--- config.mk ---
export PLATFORM = sky130hd
export DESIGN_NAME = lane_sipo
export DESIGN_NICKNAME = d
export VERILOG_FILES = /design/src/rtl/lane_sipo.sv
export SDC_FILE = /design/constraint.sdc
export NUM_CORES = 1
export LEC_CHECK = 0
export ABC_AREA = 1
export CAP_MARGIN = 20
export CORE_UTILIZATION = 60
export DETAILED_ROUTE_END_ITERATION = 16
export DONT_BUFFER_PORTS = 1
export HOLD_SLACK_MARGIN = 0.08
export PLACE_DENSITY = 0.76
export SYNTH_ARGS = -nofsm -noshare
export SYNTH_HDL_FRONTEND = slang
export SYNTH_SLANG_ARGS = --single-unit
--- constraint.sdc ---
create_clock -name clk -period 1.6 [get_ports clk]
set_clock_uncertainty 0.1 [all_clocks]
set_input_delay 0.4 -clock clk [delete_from_list [all_inputs] [get_ports clk]]
set_output_delay 0.4 -clock clk [all_outputs]
set_load 0.02 [all_outputs]
--- src/rtl/lane_sipo.sv ---
// lane_sipo: serial-in / parallel-out lane packer with a two-deep buffer
// (assembly register + output register). Beats of IN_BITS are gathered into
// words of BEATS lanes and handed off over a valid/ready output.
// Optional feature macro: LANE_SIPO_LAST_EN adds input_last (early word
// close) and output_count (beats held in the presented word).
module lane_sipo #(
  parameter int IN_BITS   = 1,
  parameter int BEATS     = 8,
  parameter int MSB_FIRST = 1,
  localparam int OUT_BITS = IN_BITS * BEATS,
  localparam int CNT_BITS = $clog2(BEATS + 1)
) (
  input  logic                clk,
  input  logic                rst,
  input  logic                input_valid,
  input  logic [IN_BITS-1:0]  input_data,
  output logic                input_ready,
`ifdef LANE_SIPO_LAST_EN
  input  logic                input_last,
  output logic [CNT_BITS-1:0] output_count,
`endif
  output logic                output_valid,
  output logic [OUT_BITS-1:0] output_data,
  input  logic                output_ready
);

  // Writes one beat into lane k of a word; lane order follows MSB_FIRST.
  function automatic logic [OUT_BITS-1:0] place_beat(
    input logic [OUT_BITS-1:0] word,
    input logic [CNT_BITS-1:0] k,
    input logic [IN_BITS-1:0]  beat
  );
    logic [OUT_BITS-1:0] w;
    w = word;
    for (int i = 0; i < BEATS; i++) begin
      if (k == CNT_BITS'(i)) begin
        if (MSB_FIRST != 0) w[OUT_BITS-1-i*IN_BITS -: IN_BITS] = beat;
        else                w[i*IN_BITS +: IN_BITS] = beat;
      end
    end
    return w;
  endfunction

  // Stage p0: assembly register
  logic [CNT_BITS-1:0] cnt, cnt_nxt;
  logic                asm_full, asm_full_nxt;
  logic [OUT_BITS-1:0] asm_data_p0, asm_data_nxt;
`ifdef LANE_SIPO_LAST_EN
  logic [CNT_BITS-1:0] asm_count_p0, asm_count_nxt;
`endif

  logic out_free;
  logic accept;
  logic xfer;
  logic beat_done;

  // The output register frees up either because it is empty or because it is
  // being consumed on this very edge, so a full assembly word can move over
  // without a bubble. input_ready depends only on state and output_ready.
  assign out_free    = !output_valid || output_ready;
  assign input_ready = !asm_full || out_free;
  assign accept      = input_valid && input_ready;
  assign xfer        = asm_full && out_free;

`ifdef LANE_SIPO_LAST_EN
  assign beat_done = (cnt == CNT_BITS'(BEATS - 1)) || input_last;
`else
  assign beat_done = (cnt == CNT_BITS'(BEATS - 1));
`endif

  // Next assembly state: a departing word clears the lanes first, so a beat
  // accepted on the transfer edge lands as the first beat of a fresh word
  // (cnt is already 0 whenever asm_full is set).
  always_comb begin
    asm_data_nxt = xfer ? '0 : asm_data_p0;
    cnt_nxt      = cnt;
    asm_full_nxt = asm_full && !xfer;
`ifdef LANE_SIPO_LAST_EN
    asm_count_nxt = asm_count_p0;
`endif
    if (accept) begin
      asm_data_nxt = place_beat(asm_data_nxt, cnt, input_data);
      if (beat_done) begin
        cnt_nxt      = '0;
        asm_full_nxt = 1'b1;
`ifdef LANE_SIPO_LAST_EN
        asm_count_nxt = cnt + CNT_BITS'(1);
`endif
      end else begin
        cnt_nxt = cnt + CNT_BITS'(1);
      end
    end
  end

  // Assembly register update; reset drops any partial word.
  always_ff @(posedge clk or negedge rst) begin
    if (!rst) begin
      cnt          <= '0;
      asm_full     <= 1'b0;
      asm_data_p0  <= '0;
`ifdef LANE_SIPO_LAST_EN
      asm_count_p0 <= '0;
`endif
    end else begin
      cnt          <= cnt_nxt;
      asm_full     <= asm_full_nxt;
      asm_data_p0  <= asm_data_nxt;
`ifdef LANE_SIPO_LAST_EN
      asm_count_p0 <= asm_count_nxt;
`endif
    end
  end

  // Stage p1: output register
  // Loads on transfer, drops valid on a bare consume, otherwise holds steady.
  always_ff @(posedge clk or negedge rst) begin
    if (!rst) begin
      output_valid <= 1'b0;
      output_data  <= '0;
`ifdef LANE_SIPO_LAST_EN
      output_count <= '0;
`endif
    end else if (xfer) begin
      output_valid <= 1'b1;
      output_data  <= asm_data_p0;
`ifdef LANE_SIPO_LAST_EN
      output_count <= asm_count_p0;
`endif
    end else if (output_ready) begin
      output_valid <= 1'b0;
    end
  end

endmodule

==> flow_summary.yaml <==
timing:
  finalSetupViolCount: 0
  slew_headroom: 0.3650
  final.setup.tns_ps: 0
  finalWorstSetupSlack_ps: 93.38
  finalCritPeriodShare: 0.9416
  period_minus_slack_ps: 1507
  drv_slew: 0
  hold_viol: 0
  hold_ws_ps: 125.1
  fmax_mhz: 663.7
  grt_setup_unrepaired: "false"
  tightestPinTransition_ps: 952.5
worst_setup_path:
  required_ps: 1100
  cp_slowest_cell: "dfrtp_2"
  cp_max_fo: 10
  critical_path_depth: 1
  startpoint_type: "flip-flop"
  worst_r2r_endpoint: "asm_data_p0[0]"
  crit_path_start: "asm_full"
  cp_top_family: "flip-flops"
  cp_cell_sequence: "nand3_4"
  crit_arrival_ps: 1010
  cp_num_buf_inv: 0
  crit_path_end_kind: "primary output"
  crit-reg2reg-launch: "cnt[0]"
  critPathCapture: "input_ready"
  path_class: "reg -> out"
  slowest_delay_ps: 510
  ff2ff_setup_slack_ps: 200
  worst-r2r-cell-count: 6
clocking:
  clk_path_buf_depth: 2
  cts_tree: "done"
  root_buffer: "clkbuf_4"
  cts_buffers: 3
  h-tree-depth: 1
  cts_sinks: 22
  worstSkewPairLatency_ps: 300
  path_clk_slew_ps: 120
min_path:
  holdCritPathClass: "in -> reg"
  worstHoldStart: "input_data"
  holdPathStages: 2
floorplanning:
  die_h_um: 46.93
  initial_core_util: 0.6722
  fp.dieW_um: 46.93
  num_rows: 15
  die-area_um2: 2202
  ios: 15
  coreArea_um2: 1802
detailed_routing:
  wirelength_um: 2098
  drt_iter0_markers: 18
  first_pass_iters: 4
  vias_per_cell: 5.506
  vias: 914
  final_antenna_net_count: 0
  drc: 0
  post_drt_wl_per_cell_um: 12.64
global_routing:
  grt_max_degree: 25
  grt_usage: 0.2204
  grt_pass1_wl_um: 3546
  antenna_found_initial: 0
  grt_pass1_vias: 846
  gr-total-overflow: 0
logic_synthesis:
  syn_area_um2: 1211
  postSynthNetCount: 150
  ys_warn_count: 0
  synth_seq_cells: 22
  yosysUniqueCellTypes: 23
  synthCells: 141
  seq_area_frac_synth: 0.4545
  syn_avg_cell_area_um2: 8.590
layout:
  final_common_cell: "nand2_1"
  area_growth_pct: 3.615
  utilization: 0.6965
  drive_above_1_share: 0.1489
  finalNetCount: 151
  num_antenna_cells: 0
  final_cell_mix: "nand2_1 (50), nand3_1 (31), dfrtp_1 (21)"
  fill_cells: 158
placement:
  dp_worst_setup_slack_ps: 221.7
  place_hpwl_um: 1468
  port_buffers: 0
  place_congestion: 0.8525
power_and_ir_drop:
  p_clk_frac: 0.191
  p_comb_frac: 0.307
  seqPwrFrac: 0.502
  p_sw_frac: 0.4054
  p_per_area_nw_per_um2: 1725
  p_sw_uw: 877.9
  max-vdd-ir-drop_v: 0.0009270
  leakagePower_uw: 0.0006732
  p_int_uw: 1288
job:
  maxCapViolations: 0
outcome:
  status: "complete, no violations"
cell usage after synthesis:
library cell / count / area share
nand3_1: 31 / 0.13
nand3_4: 1 / 0.014
nand2_1: 50 / 0.15
nor2_4: 1 / 0.0093
nand3_2: 4 / 0.033
inv_2: 3 / 0.0093
nand2_8: 1 / 0.017
buf_6: 2 / 0.019
buf_4: 2 / 0.012
buf_12: 1 / 0.017
nand4_1: 1 / 0.0052
dfrtp_1: 22 / 0.45
nor2_1: 1 / 0.0031
o21ai_2: 1 / 0.0072
inv_1: 6 / 0.019
nand3b_2: 1 / 0.0093
a21oi_1: 1 / 0.0041
o21ai_1: 2 / 0.0083
nand2_4: 2 / 0.019
buf_1: 1 / 0.0031
o21ai_0: 2 / 0.0083
ha_1: 4 / 0.041
inv_4: 1 / 0.0052
power groups by stage:
stage          Combinational, µW  Sequential [µW]  Clock (µW)
3_3_place_gp                 621             1090           0
3_5_place_dp                 643             1100           0
6_report                     664             1090         414
5_1_grt                      766             1130         444
2_1_floorplan                612             1020           0
4_1_cts                      663             1090         423
logic make-up (layout without fill, tap and decap cells):
| kind of cell | after synthesis | in the layout | share of synthesized area |
|---|---|---|---|
| AO/OA/AOI/OAI | 6 | 6 | 0.02789 |
| flip-flops | 22 | 22 | 0.4545 |
| buffers and inverters | 16 | 16 | 0.08367 |
| AND/OR/NAND/NOR | 93 | 93 | 0.3926 |
| adder cells (fa/ha/maj) | 4 | 4 | 0.04132 |
per-layer routing:
layer  routed length, µm  track usage  up-vias  share of wire
met5                   0            0        -              0
met4                  29      0.06857        0          0.014
met3                  97      0.03462        8          0.046
met2                1078       0.4000       30           0.51
met1                 893       0.2663      421           0.43
li1                    -            -      455              -
repair_timing:
item	in CTS	in global routing
hold buffers	1	0
endpoints found under the hold margin	22	0
setup buffers	0	0
resized for setup	1	1
endpoints found under the setup margin	1	1
layout make-up:
class	count	area (µm²)	share of cell area
Multi-Input combinational cell	103	559.3	0.4457
Sequential cell	22	551.8	0.4397
Inverter	10	40.04	0.03190
Tap cell	25	31.28	0.02493
Clock inverter	1	30.03	0.02393
Clock buffer	3	22.52	0.01795
Timing Repair Buffer	2	20.02	0.01595
worst min path at each step:
stage / endpoint
after global placement: output_data[0]
after CTS: asm_data_p0[0]
after floorplan: asm_data_p0[0]
final: asm_data_p0[0]
after detailed placement: output_data[0]
after global routing: asm_data_p0[0]
through the flow:
| stage | cells | total power [µW] | cell area (µm²) |
|---|---|---|---|
| floorplan | 141 | 1630 | 1211 |
| global placement | 161 | 1708 | 1189 |
| detailed placement | 161 | 1741 | 1189 |
| CTS | 166 | 2174 | 1252 |
| global route | 166 | 2336 | 1255 |
| finish | 166 | 2165 | 1255 |
state kept, by name, summed over array words and instances (netlist names):
name / count
asm_data_p0: 8
output_data: 8
cnt: 4
asm_full: 1
output_valid: 1
Power figures use the tool's default switching activity.
